`config.mk`:
```
export PLATFORM = sky130hd
export DESIGN_NAME = pi_bus_initiator
export DESIGN_NICKNAME = d
export VERILOG_FILES = /design/src/rtl/pi_bus_initiator.sv
export SDC_FILE = /design/constraint.sdc
export NUM_CORES = 1
export LEC_CHECK = 0
export BUFFER_PORTS_ARGS = -buffer_cell sky130_fd_sc_hd__buf_2
export CAP_MARGIN = 25
export CORE_MARGIN = 2
export CORE_UTILIZATION = 34
export CTS_CLUSTER_DIAMETER = 200
export CTS_CLUSTER_SIZE = 12
export DETAILED_ROUTE_END_ITERATION = 8
export PLACE_DENSITY_LB_ADDON = 0.3
export SYNTH_ARGS = -nofsm -noshare
export SYNTH_HDL_FRONTEND = slang
export SYNTH_SLANG_ARGS = --single-unit
```
`constraint.sdc`:
```
create_clock -name clk16 -period 4.85 [get_ports clk16]
set_clock_uncertainty 0.2 [all_clocks]
set_input_delay 0.7275 -clock clk16 [delete_from_list [all_inputs] [get_ports clk16]]
set_output_delay 0.7275 -clock clk16 [all_outputs]
set_load 0.01 [all_outputs]
```
`src/rtl/pi_bus_initiator.sv`:
```
// pi_bus_initiator: SPI-slave front end that issues four-phase Pi bus transactions.
// Optional REQ timeout is built when PI_BUS_INITIATOR_TIMEOUT_EN is defined.
module pi_bus_initiator #(
   parameter int SYNC_STAGES    = 2,
   parameter int TIMEOUT_CYCLES = 4096
) (
   input  logic        clk16,
   input  logic        reset_b,
   input  logic        spi_cs_b,
   input  logic        spi_sclk,
   input  logic        spi_mosi,
   output logic        spi_miso,
   output logic        busy,
   output logic        err,
   output logic        pi_rw_b,
   output logic [16:0] pi_addr,
   output logic [7:0]  pi_wr_data,
   input  logic [7:0]  pi_rd_data,
   output logic        pi_pending,
   input  logic        pi_done
);
   localparam logic [1:0] IDLE = 2'd0, REQ = 2'd1, ACK = 2'd2;
   logic [SYNC_STAGES-1:0] r_cs_sync, r_sclk_sync, r_mosi_sync;
   logic                   r_sclk_d;
   logic [2:0]             r_bit_cnt, r_byte_cnt;
   logic [6:0]             r_shift;
   logic [1:0]             r_op, r_state;
   logic                   r_a16, r_overrun;
   logic [7:0]             r_addr_hi, r_addr_lo, r_rd_reg, r_miso_sr;
   logic [16:0]            r_addr_reg;
   logic                   w_cs, w_sclk, w_rise, w_fall, w_byte_done, w_exec, w_clr;
   logic                   w_timeout, w_to_hit, w_abort;
   logic [7:0]             w_byte;
   logic [1:0]             w_op;
   logic [16:0]            w_exec_addr;

   assign w_cs        = r_cs_sync[SYNC_STAGES-1];
   assign w_sclk      = r_sclk_sync[SYNC_STAGES-1];
   assign w_rise      = ~w_cs & w_sclk & ~r_sclk_d;
   assign w_fall      = ~w_cs & ~w_sclk & r_sclk_d;
   assign w_byte      = {r_shift, r_mosi_sync[SYNC_STAGES-1]};
   assign w_byte_done = w_rise & (r_bit_cnt == 3'd7);
   assign w_op        = (r_byte_cnt == 3'd0) ? w_byte[7:6] : r_op;
   assign w_clr       = w_byte_done & (r_byte_cnt == 3'd0) & w_byte[5];
   // Execute byte index is 3 - op: WRITE 3, READ 2, WRITE_NEXT 1, READ_NEXT 0.
   assign w_exec      = w_byte_done & (r_byte_cnt == {1'b0, ~w_op});
   assign w_exec_addr = w_op[1] ? r_addr_reg : {r_a16, r_addr_hi, w_op[0] ? w_byte : r_addr_lo};
   assign spi_miso    = r_miso_sr[7];
   assign err         = r_overrun | w_timeout;

   always_ff @(posedge clk16 or negedge reset_b)
      if (!reset_b) begin
         r_cs_sync   <= '1;
         r_sclk_sync <= '0;
         r_mosi_sync <= '0;
         r_sclk_d    <= 1'b0;
      end else begin
         r_cs_sync   <= {r_cs_sync[SYNC_STAGES-2:0], spi_cs_b};
         r_sclk_sync <= {r_sclk_sync[SYNC_STAGES-2:0], spi_sclk};
         r_mosi_sync <= {r_mosi_sync[SYNC_STAGES-2:0], spi_mosi};
         r_sclk_d    <= w_sclk;
      end

   always_ff @(posedge clk16 or negedge reset_b)
      if (!reset_b) begin
         r_bit_cnt  <= '0;
         r_byte_cnt <= '0;
         r_shift    <= '0;
         r_op       <= '0;
         r_a16      <= 1'b0;
         r_addr_hi  <= '0;
         r_addr_lo  <= '0;
         r_miso_sr  <= '0;
      end else if (w_cs) begin
         r_bit_cnt  <= '0;
         r_byte_cnt <= '0;
         r_miso_sr  <= r_rd_reg;
      end else begin
         if (w_rise) begin
            r_shift   <= w_byte[6:0];
            r_bit_cnt <= r_bit_cnt + 1'b1;
         end
         if (w_byte_done) begin
            if (r_byte_cnt != 3'd7) r_byte_cnt <= r_byte_cnt + 1'b1;
            if (r_byte_cnt == 3'd0) begin
               r_op  <= w_byte[7:6];
               r_a16 <= w_byte[0];
            end
            if (r_byte_cnt == 3'd1) r_addr_hi <= w_byte;
            if (r_byte_cnt == 3'd2) r_addr_lo <= w_byte;
         end
         // A fall with the bit counter at zero starts a new byte after byte 0.
         if (w_fall) r_miso_sr <= (r_bit_cnt == 3'd0) ? {busy, r_overrun, w_timeout, 5'b0} : {r_miso_sr[6:0], 1'b0};
      end

   always_ff @(posedge clk16 or negedge reset_b)
      if (!reset_b) begin
         r_state    <= IDLE;
         busy       <= 1'b0;
         pi_pending <= 1'b0;
         pi_rw_b    <= 1'b1;
         pi_addr    <= '0;
         pi_wr_data <= '0;
         r_addr_reg <= '0;
         r_rd_reg   <= '0;
         r_overrun  <= 1'b0;
      end else begin
         r_overrun <= (w_exec & (r_state != IDLE)) | (r_overrun & ~w_clr);
         case (r_state)
            IDLE: if (w_exec) begin
               r_state    <= REQ;
               busy       <= 1'b1;
               pi_pending <= ~pi_done;
               pi_rw_b    <= w_op[0];
               pi_addr    <= w_exec_addr;
               pi_wr_data <= w_byte;
               if (!w_op[1]) r_addr_reg <= w_exec_addr;
            end
            // Pending waits for a stale pi_done to clear before asserting.
            REQ: if (pi_pending & pi_done) begin
               if (pi_rw_b) r_rd_reg <= pi_rd_data;
               pi_pending <= 1'b0;
               r_state    <= ACK;
            end else if (w_to_hit) begin
               pi_pending <= 1'b0;
               r_state    <= ACK;
            end else if (!pi_pending) pi_pending <= ~pi_done;
            ACK: if (!pi_done) begin
               if (!w_abort) r_addr_reg <= r_addr_reg + 17'd1;
               busy    <= 1'b0;
               r_state <= IDLE;
            end
            default: r_state <= IDLE;
         endcase
      end

`ifdef PI_BUS_INITIATOR_TIMEOUT_EN
   localparam int TW = $clog2(TIMEOUT_CYCLES + 1);
   localparam logic [TW-1:0] TO_LAST = TW'(TIMEOUT_CYCLES - 1);
   logic [TW-1:0] r_to_cnt;
   logic          r_timeout, r_abort;
   assign w_to_hit  = (r_state == REQ) & (r_to_cnt == TO_LAST) & ~(pi_pending & pi_done);
   assign w_timeout = r_timeout;
   assign w_abort   = r_abort;

   always_ff @(posedge clk16 or negedge reset_b)
      if (!reset_b) begin
         r_to_cnt  <= '0;
         r_timeout <= 1'b0;
         r_abort   <= 1'b0;
      end else begin
         r_to_cnt  <= (r_state == REQ) ? r_to_cnt + 1'b1 : '0;
         r_timeout <= w_to_hit | (r_timeout & ~w_clr);
         r_abort   <= w_to_hit | (r_abort & (r_state != IDLE));
      end
`else
   logic w_unused_to;
   assign w_to_hit    = 1'b0;
   assign w_timeout   = 1'b0;
   assign w_abort     = 1'b0;
   assign w_unused_to = (TIMEOUT_CYCLES > 0);
`endif
endmodule

```
; Word level (Yosys, flattened, before mapping)
; Index checks and enable logic that the tools add are counted.
[word_totals]
register_bits = 103
output_inout_bits = 30
input_bits = 14
wordCells = 101
[op_classes]
n_eq_ne = 11
n_reduce_logical = 22
bitwise = 18
n_addsub = 3
muxes = 26
[ops]
columns = cell, n
row1 = $mux 17, 4
row2 = $pmux 17 s2, 1
row3 = $mux 8, 4
row4 = $reduce_and 3->1, 6
row5 = $add 17x1->17 const B, 1
row6 = $mux 3, 5
row7 = $reduce_bool 2->1, 7
row8 = $and 1x1->1, 11
row9 = $reduce_and 2->1, 5
row10 = $mux 2, 4
row11 = $ne 2x2->1 const B, 4
row12 = $add 3x1->3 const B, 2
row13 = $logic_not 3->1, 2
row14 = $pmux 2 s3, 1
row15 = $mux 1, 5
row16 = $not 1->1, 5
row17 = $pmux 1 s2, 2
row18 = $reduce_and 4->1, 1
row19 = $eq 3x1->1 const B, 1
row20 = $eq 3x2->1, 1
row21 = $eq 3x2->1 const B, 1
row22 = $eq 3x3->1 const B, 1
row23 = $ne 3x3->1 const B, 1
row24 = $eq 2x1->1 const B, 1
row25 = other kinds (4), 4

; Logic depth before layout (Yosys ltp)
; Gate-level depths: netlist (run 1).
[logic_depth]
depth_word = 9
depth_mapped = 11
ltp_nobuf = 8

; Least setup slack after synthesis (run 1)
; No wires, ideal clock.
[synth_timing]
path_kind = register -> register
startpoint = register r_byte_cnt[0]
endpoint = register pi_addr[7]
path_stages_with_launch = 10
required_time_ns = 4.525
setup_ns = 0.125
synth_period_minus_slack_ns = 2.490
n_path_buf = 2
slack_ns = 2.360
t_arrival_ns = 2.165
cell_sequence = dfrtp_1 > inv_1 > ha_1 > nand2b_1 > buf_6 > mux2i_4 > xnor2_2 > nand4_4 > buf_4 > mux2_4
[synth_between]
elab_chain_cells = 6
elab_cells_between_ends = 8
classes_between = eq/ne (1) / mux (3) / bitwise (2) / reduce/logical (2)
[synth_rtl]
columns = item, line
row1 = start: declaration, 25  ; logic [2:0] r_bit_cnt, r_byte_cnt;
row2 = start signal: assignment, 84  ; if (r_byte_cnt != 3'd7) r_byte_cnt <= r_byte_cnt + 1'b1;
row3 = $logic_not 3->1, 43  ; assign w_op = (r_byte_cnt == 3'd0) ? w_byte[7:6] : r_op;
row4 = $mux 2, n/a
row5 = $not 2->2, 46  ; assign w_exec = w_byte_done & (r_byte_cnt == {1'b0, ~w_op});
row6 = $eq 3x2->1, 46
row7 = $and 1x1->1, 46
row8 = $reduce_and 2->1 (no line), n/a
row9 = end signal: assignment, 115  ; pi_addr <= w_exec_addr;
row10 = end: declaration, 16  ; output logic [16:0] pi_addr,
; Parallel ways exist; a longest one is shown, timed or not.
; A chain may end at the register's enable or synchronous reset.

; Worst setup path in the final report (run 1)
[layout_timing]
startpoint = register r_byte_cnt[0]
endpoint = register pi_wr_data[0]
[layout_between]
elab_chain_cells = 6
[layout_rtl]
columns = item, line
row1 = $logic_not 3->1, 43
row2 = $mux 2, n/a
row3 = $not 2->2, 46
row4 = $eq 3x2->1 (*), 46
row5 = $and 1x1->1 (*), 46
row6 = $reduce_and 2->1 (no line) (*), n/a
row7 = end signal: assignment, 116  ; pi_wr_data <= w_byte;
row8 = end: declaration, 17  ; output logic [7:0] pi_wr_data,
; Mark *: on every way between the ends. The rest lies on a longest branch, timed or not.

==> results of run 1 <==
[path summary, 6_finish.rpt]
| check | endpoint | slack [ps] | startpoint |
|---|---|---|---|
| max in group asynchronous | pi_wr_data[3]$_DFFE_PN0P_ | 3660 | reset_b |
| worst max register to register | pi_wr_data[0]$_DFFE_PN0P_ | 1360 | r_byte_cnt[0]$_DFFE_PN0P_ |
| worst max-delay path | pi_wr_data[0]$_DFFE_PN0P_ | 1360 | r_byte_cnt[0]$_DFFE_PN0P_ |
| worst min-delay path | r_sclk_sync[1]$_DFF_PN0_ | 90 | reset_b |
| worst min register to register | r_mosi_sync[1]$_DFF_PN0_ | 150 | r_mosi_sync[0]$_DFF_PN0_ |
| min in group clk16 | r_mosi_sync[1]$_DFF_PN0_ | 150 | r_mosi_sync[0]$_DFF_PN0_ |
[synth_stat cells, drive strengths merged (2+ instances only)]
library cell | count | share of area
and2 | 3 | 0.0039
a211oi | 4 | 0.0062
a22oi | 5 | 0.0077
a21oi | 23 | 0.024
nand4 | 5 | 0.0095
nand3 | 13 | 0.013
a31oi | 4 | 0.0051
xnor2 | 4 | 0.014
and3 | 4 | 0.0051
o21ai | 39 | 0.043
dfstp | 3 | 0.016
buf | 5 | 0.011
nor2 | 37 | 0.030
dfrtp | 100 | 0.51
nor2b | 3 | 0.0039
or2b | 2 | 0.0031
clkbuf | 15 | 0.012
nand2 | 45 | 0.035
nor3 | 5 | 0.0051
mux2i | 24 | 0.054
nor4b | 2 | 0.0036
o22ai | 8 | 0.010
nand2b | 5 | 0.0064
mux2 | 43 | 0.10
inv | 7 | 0.0054
ha | 9 | 0.023
a21o | 5 | 0.0077
[cell families (layout without fill, tap and decap cells)]
kind of cell    Yosys count  after routing  synth area share
compound gates           97             97             0.120
xor+xnor                  4              4            0.0141
fa+ha+maj                 9              9            0.0231
buf+inv                  27             68            0.0283
flops                   103            103             0.530
mux                      67             67             0.158
simple gates            128            128             0.127
[power breakdown]
part | internal (mW) | switching [mW] | total [mW]
registers | 0.888 | 0.0658 | 0.953
logic | 0.118 | 0.164 | 0.283
clock network | 0.411 | 0.314 | 0.725
total | 1.42 | 0.544 | 1.96
[critical path: cells and delay by family, from the launching register on]
family	cells	cell delay, ps
multiplexers	2	1120
AND/OR/NAND/NOR	2	890
flip-flops	1	440
adder cells (fa/ha/maj)	1	280
XOR/XNOR	1	220
buffers and inverters	1	200
[metrics by stage]
stage | instances | setup WS, ps | cell area [um^2] | utilization | hold slack [ps]
4_1_cts | 655 | 1350 | 5510 | 0.396 | 153
3_5_place_dp | 640 | 1350 | 5220 | 0.374 | 139
3_3_place_gp | 640 | 1450 | 5220 | 0.374 | 132
2_1_floorplan | 435 | 2360 | 4870 | - | 131
6_report | 656 | 1360 | 5540 | 0.398 | 93.3
5_1_grt | 656 | 1160 | 5540 | 0.398 | 108
[layer usage]
metal,vias to the layer above,track usage,share of wire
met1,1628,0.187,0.45
met2,64,0.241,0.49
met4,0,0.0469,0.015
met5,-,0,0
met3,12,0.0476,0.048
li1,1624,-,-
[cell type report]
class | count | area, um^2 | area share
flip-flops and latches | 103 | 2580 | 0.466
multi-input cells | 305 | 2150 | 0.388
repair buffers | 46 | 260 | 0.0470
clock buffers | 10 | 239 | 0.0431
well taps | 180 | 225 | 0.0406
clock inverters | 5 | 58.8 | 0.0106
inverters | 7 | 26.3 | 0.00474
==> flow_summary.toml, run 1 <==
[timing]
hold_viol = 0
slew_viol_final = 0
setup_tns_ps = 0
fmax_ghz = 0.286
fin_crit_sh = 0.720
worst_slew_pin_slew_ps = 948
rsz0062_at_grt = "false"
setup_viol = 0
slew_headroom = 0.367
min_period_ps = 3490

[drt]
wirelength_um = 10500
routedWlPerCell_um = 16.0
drc_errors = 0
drt-pass1-iter-count = 4
first_iter_violations = 149
via_per_inst = 5.07
vias = 3328
postRouteAntennaNets = 0

[setup_path]
rr_worst_depth = 7
startpoint_type = "flip-flop"
path_class = "reg2reg"
critPathMaxFanout = 44
worst_ep_arrival_time_ps = 3520
cpMaxStageDelayCell = "mux2i_4"
end_kind = "flip-flop"
cp_data_required_time_ps = 4880
path_cells = "inv_1 -> ha_1 -> nand2b_1 -> mux2i_4 -> xnor2_2 -> nand4_4 -> mux2_2"
critPathMaxStageDelay_ps = 620

[logic_synthesis]
netlist_area_mm2 = 0.00487
synthFlopType = "dfrtp_1"
synthDistinctLibCells = 51
yosys_warnings = 0
async_reset_ff_frac = 1.00
synth-seq-cells = 103
synth_area_per_cell_um2 = 11.2
synth_edf_count = 0
syn-num-nets = 458
seq_area_frac_synth = 0.530
syn_inst = 435

[grt]
grt_max_degree = 78
overflow = 0
grtUsageTotal = 0.148
first_global_vias = 3271
antenna_found_initial = 0
grt_pass1_wl_um = 17100

[pwr]
powerDensity_mw_per_mm2 = 354
p_total_mw = 1.96
irDropWorstVdd_uv = 224
p_leak_nw = 2.70

[placed_design]
gp_congestion = 0.859
post-dp-hpwl_um = 7200
port-buffer-count = 43

[job]
drv_cap = 0

[finish]
layout.nets = 495
insertedDiodeCount = 0
final_common_cell = "dfrtp_1"
area_growth_syn_to_layout_pct = 13.8
layout-drive-gt1-share = 0.248
fillers = 1358
layout_common_cells = "100 x dfrtp_1, 45 x nand2_1, 42 x buf_2, 38 x mux2_2, 37 x o21ai_0"

[clock_tree]
htree_levels = 3
cts_tree = "done"
numCtsBuffers = 9
post_cts_buffers = 0
cts.clk_slew.worst_paths_ps = 60
cts_root_buf = "clkbuf_16"
clkLatencyLatePin_ps = 350
cts.sinks = 103
cts_hold_buf = 0
cts_resized = 0
ctsLongestPathBuffers = 2

[floorplanning]
core-area_mm2 = 0.0139
rows = 43
die_area_mm2 = 0.0153
die_y_um = 124
boundaryPins = 44
start_util = 0.349
die_x_um = 124

[run_status]
status = "complete, no violations"

[hold_path]
hold_path.class = "in2async"
Power figures use the tool's default switching activity.
==> inputs of run 2 (changes only) <==
==> constraint.sdc (replaced) <==
create_clock -name clk16 -period 3.4 [get_ports clk16]
set_clock_uncertainty 0.2 [all_clocks]
set_input_delay 0.51 -clock clk16 [delete_from_list [all_inputs] [get_ports clk16]]
set_output_delay 0.51 -clock clk16 [all_outputs]
set_load 0.01 [all_outputs]
==> flow_summary.toml, run 2 (synthesis gave the netlist of run 1 again) <==
[run_status]
status = "complete, no violations"

[timing]
fmax_ghz = 0.331
setup_viol = 0
setup_tns_ps = 0
rsz0062_at_grt = "false"
hold_viol = 0
slew_headroom = 0.316
min_period_ps = 3020
slew_viol_final = 0
worst_slew_pin_slew_ps = 1020
fin_crit_sh = 0.888

[setup_path]
worst_ep_arrival_time_ps = 3060
rrSetupSlack_ps = 380
critPathMaxStageDelay_ps = 440
cp_data_required_time_ps = 3440
rr_worst_depth = 8
cp.buffers_inverters = 2
path_class = "reg2reg"
cpLargestDelayFamily = "multiplexers"
startpoint_type = "flip-flop"
rr_endpoint = "pi_wr_data[4]$_DFFE_PN0P_"
cpMaxStageDelayCell = "dfrtp_1"
path_cells = "inv_1 -> ha_1 -> nand2b_1 -> mux2i_4 -> xnor2_2 -> nand4_4 -> buf_4 -> mux2_4"
reg2reg_from = "r_byte_cnt[0]$_DFFE_PN0P_"
end_kind = "flip-flop"
critPathMaxFanout = 15

[drt]
highest_layer = "met4"
postRouteAntennaNets = 0
routedWlPerCell_um = 15.5
drt-met1-wl_um = 4660
wirelength_um = 10200
drc_errors = 0
met2_length_um = 4980
vias = 3323
first_iter_violations = 143
wl_met3_um = 410
via_per_inst = 5.03
drt-pass1-iter-count = 4

[finish]
layout_common_cells = "100 x dfrtp_1, 45 x nand2_1, 42 x buf_2, 38 x mux2_2, 37 x o21ai_0"
insertedDiodeCount = 0
layout-drive-gt1-share = 0.252
area_growth_syn_to_layout_pct = 13.7
layout.cells.non_filler = 660
layout.nets = 498
final_common_cell = "dfrtp_1"

[grt]
grt_pass1_wl_um = 17100
antenna_found_initial = 0
first_global_vias = 3331
overflow = 0
grtUsageTotal = 0.148
grt_max_degree = 60

[floorplanning]
rows = 43
die_x_um = 124
boundaryPins = 44
start_util = 0.349
die_y_um = 124
die_area_mm2 = 0.0153
core-area_mm2 = 0.0139

[hold_path]
hold_path.class = "in2async"

[clock_tree]
numCtsBuffers = 9
cts_tree = "done"
cts_root_buf = "clkbuf_16"
post_cts_buffers = 0
ctsLongestPathBuffers = 2
cts_resized = 0
htree_levels = 3
cts.clk_slew.worst_paths_ps = 70
cts.sinks = 103
clkLatencyLatePin_ps = 350
cts_hold_buf = 0

[pwr]
powerDensity_mw_per_mm2 = 493
irDropWorstVdd_uv = 275
p_leak_nw = 2.70

[placed_design]
port-buffer-count = 43
post-dp-hpwl_um = 7330
dp.cells = 644
gp_congestion = 0.826

[job]
drv_cap = 0
-- run 2: cell types whose count changed in the layout (fill, tap and decap cells not counted), sizes merged --
cell    delta
inv        +1
buf        +3
clkbuf     +1
bufinv     -1
-- run 2: power breakdown --
group	internal, mW	switching (mW)	total (mW)
clock network	0.516	0.448	0.964
logic	0.179	0.231	0.411
registers	1.27	0.0880	1.35
total	1.96	0.767	2.73
-- run 2: metal layers --
| layer | global-route usage | vias to the layer above |
|---|---|---|
| met5 | 0 | - |
| met4 | 0.0462 | 0 |
| met3 | 0.0508 | 12 |
| met2 | 0.239 | 59 |
| met1 | 0.187 | 1612 |
| li1 | - | 1640 |
-- run 2: per-stage QoR --
stage | power (mW) | cell area [um^2] | setup WS [ps] | hold WS [ps] | utilization
global placement | 1.79 | 5260 | 411 | 132 | 0.377
floorplan | 1.66 | 4870 | 910 | 14.4 | -
CTS | 2.77 | 5540 | 350 | 39.6 | 0.397
global route | 2.87 | 5540 | 146 | 33.1 | 0.397
finish | 2.73 | 5540 | 379 | 42.6 | 0.397
detailed placement | 1.79 | 5260 | 361 | 135 | 0.377
-- run 2: how the worst max path moves through the flow --
stage,end,cells past startpoint,startpoint,slack (ps)
finish,pi_wr_data[4]$_DFFE_PN0P_,8,r_byte_cnt[0]$_DFFE_PN0P_,380
global route,r_addr_reg[11]$_DFFE_PN0P_,8,r_byte_cnt[0]$_DFFE_PN0P_,150
global placement,pi_wr_data[4]$_DFFE_PN0P_,8,r_byte_cnt[0]$_DFFE_PN0P_,410
CTS,pi_wr_data[4]$_DFFE_PN0P_,8,r_byte_cnt[0]$_DFFE_PN0P_,350
floorplan,pi_addr[7]$_DFFE_PN0P_,9,r_byte_cnt[0]$_DFFE_PN0P_,910
detailed placement,pi_wr_data[5]$_DFFE_PN0P_,8,r_byte_cnt[0]$_DFFE_PN0P_,360
-- run 2: cell type report --
| class | instances | area [um^2] |
|---|---|---|
| Clock buffer | 11 | 243 |
| Clock inverter | 5 | 33.8 |
| Fill cell | 1340 | 8400 |
| Inverter | 7 | 26.3 |
| Multi-Input combinational cell | 305 | 2150 |
| Sequential cell | 103 | 2580 |
| Tap cell | 180 | 225 |
| Timing Repair Buffer | 49 | 275 |
==> inputs of run 3 (changes only) <==
--- a/config.mk
+++ b/config.mk
@@ -13,6 +13,7 @@
 export CTS_CLUSTER_SIZE = 12
 export DETAILED_ROUTE_END_ITERATION = 8
 export PLACE_DENSITY_LB_ADDON = 0.3
+export RECOVER_POWER = 50
 export SYNTH_ARGS = -nofsm -noshare
 export SYNTH_HDL_FRONTEND = slang
 export SYNTH_SLANG_ARGS = --single-unit
==> flow_summary.toml, run 3 (synthesis gave the netlist of run 1 again) <==
[setup_path]
cp_data_required_time_ps = 3440
critPathMaxFanout = 15
critPathMaxStageDelay_ps = 440
cpMaxStageDelayCell = "dfrtp_1"
startpoint_type = "flip-flop"
worst_ep_arrival_time_ps = 3050
end_kind = "flip-flop"
path_class = "reg2reg"
rr_worst_depth = 8
path_cells = "inv_1 -> ha_1 -> nand2b_1 -> mux2i_4 -> xnor2_2 -> nand4_4 -> buf_4 -> mux2_4"

[pwr]
p_total_mw = 2.73
powerDensity_mw_per_mm2 = 495
p_leak_nw = 2.68
irDropWorstVdd_uv = 276

[timing]
setup_tns_ps = 0
fmax_ghz = 0.332
min_period_ps = 3020
hold_viol = 0
setup_viol = 0
slew_headroom = 0.000687
setup_slack_ps = 385
slew_viol_final = 0
rsz0062_at_grt = "false"
worst_slew_pin_slew_ps = 1500
fin_crit_sh = 0.887

[floorplanning]
die_y_um = 124
die_area_mm2 = 0.0153
die_x_um = 124
start_util = 0.349
boundaryPins = 44
rows = 43
core-area_mm2 = 0.0139

[finish]
final_common_cell = "dfrtp_1"
insertedDiodeCount = 0
seq_area_mm2 = 0.00258
area_growth_syn_to_layout_pct = 13.2
multi_input_area_mm2 = 0.00215
fillers = 1341
layout-drive-gt1-share = 0.244
layout.nets = 498
layout_common_cells = "100 x dfrtp_1, 45 x nand2_1, 38 x mux2_2, 38 x buf_2, 37 x o21ai_0"

[clock_tree]
cts_tree = "done"
htree_levels = 3
cts_root_buf = "clkbuf_16"
cts.clk_slew.worst_paths_ps = 70
cts_resized = 0
numCtsBuffers = 9
cts_hold_buf = 0
ctsLongestPathBuffers = 2
cts.sinks = 103
post_cts_buffers = 0
clkLatencyLatePin_ps = 350

[drt]
via_per_inst = 5.06
wirelength_um = 10200
drc_errors = 0
first_iter_violations = 127
routedWlPerCell_um = 15.5
postRouteAntennaNets = 0
vias = 3339
drt-pass1-iter-count = 4

[grt]
overflow = 0
grtUsageTotal = 0.148
grtUsageMet1 = 0.187
grt_pass1_wl_um = 17100
met3_usage = 0.0508
use_met2 = 0.239
top_usage_layer = "met2"
antenna_found_initial = 0
grt_max_degree = 60
first_global_vias = 3331

[placed_design]
post-place-ws_ps = 361
post-dp-hpwl_um = 7330
port-buffer-count = 43
gp_congestion = 0.826

[hold_path]
whs_path_depth = 1
hold_path.class = "in2reg"

[run_status]
status = "complete, no violations"

[job]
drv_cap = 0
run 3: cell count changes in the layout (fill, tap and decap cells not counted), sizes merged:
| cell | before | now |
|---|---|---|
| clkbuf | 11 | 17 |
| buf | 49 | 43 |
run 3: final cells by class:
| cell class | instances | area share |
|---|---|---|
| clock buffers | 11 | 0.0440 |
| clock inverters | 5 | 0.00613 |
| inverters | 7 | 0.00477 |
| multi-input cells | 305 | 0.390 |
| flip-flops and latches | 103 | 0.468 |
| well taps | 180 | 0.0409 |
| repair buffers | 49 | 0.0458 |
run 3: where the power goes:
part	switching, mW	leakage (nW)	total (mW)	internal [mW]
logic	0.231	1.16	0.408	0.177
clock network	0.449	0.132	0.965	0.517
registers	0.0883	1.38	1.35	1.27
run 3: worst paths after layout:
kind	start	slack (ps)	to
min in group asynchronous	reset_b	320	r_mosi_sync[0]$_DFF_PN0_
worst max register to register	r_byte_cnt[0]$_DFFE_PN0P_	380	pi_wr_data[4]$_DFFE_PN0P_
max in group asynchronous	reset_b	880	r_rd_reg[4]$_DFFE_PN0P_
worst min-delay path	spi_cs_b	60	r_cs_sync[0]$_DFF_PN1_
worst max-delay path	r_byte_cnt[0]$_DFFE_PN0P_	380	pi_wr_data[4]$_DFFE_PN0P_
worst min register to register	r_mosi_sync[0]$_DFF_PN0_	150	r_mosi_sync[1]$_DFF_PN0_
run 3: worst max-delay path: cells and delay by family (launching register included):
kind	cells	cell delay [ps]
AND/OR/NAND/NOR	2	590
multiplexers	2	730
adder cells (fa/ha/maj)	1	270
XOR/XNOR	1	200
flip-flops	1	440
buffers and inverters	2	470
run 3: metrics by stage:
step                utilization  instance area (um^2)  std cells  hold slack (ps)
floorplan                     -                  4870        435             14.4
global placement          0.377                  5260        644              132
detailed placement        0.377                  5260        644              135
CTS                       0.397                  5540        660             39.6
global route              0.396                  5510        660             33.1
finish                    0.396                  5510        660             58.9
run 3: per-layer routing:
metal	routed length, um	share of wire	vias to the layer above
met4	167	0.016	0
li1	-	-	1637
met2	4990	0.49	57
met3	445	0.043	11
met1	4640	0.45	1634
met5	0	0	-
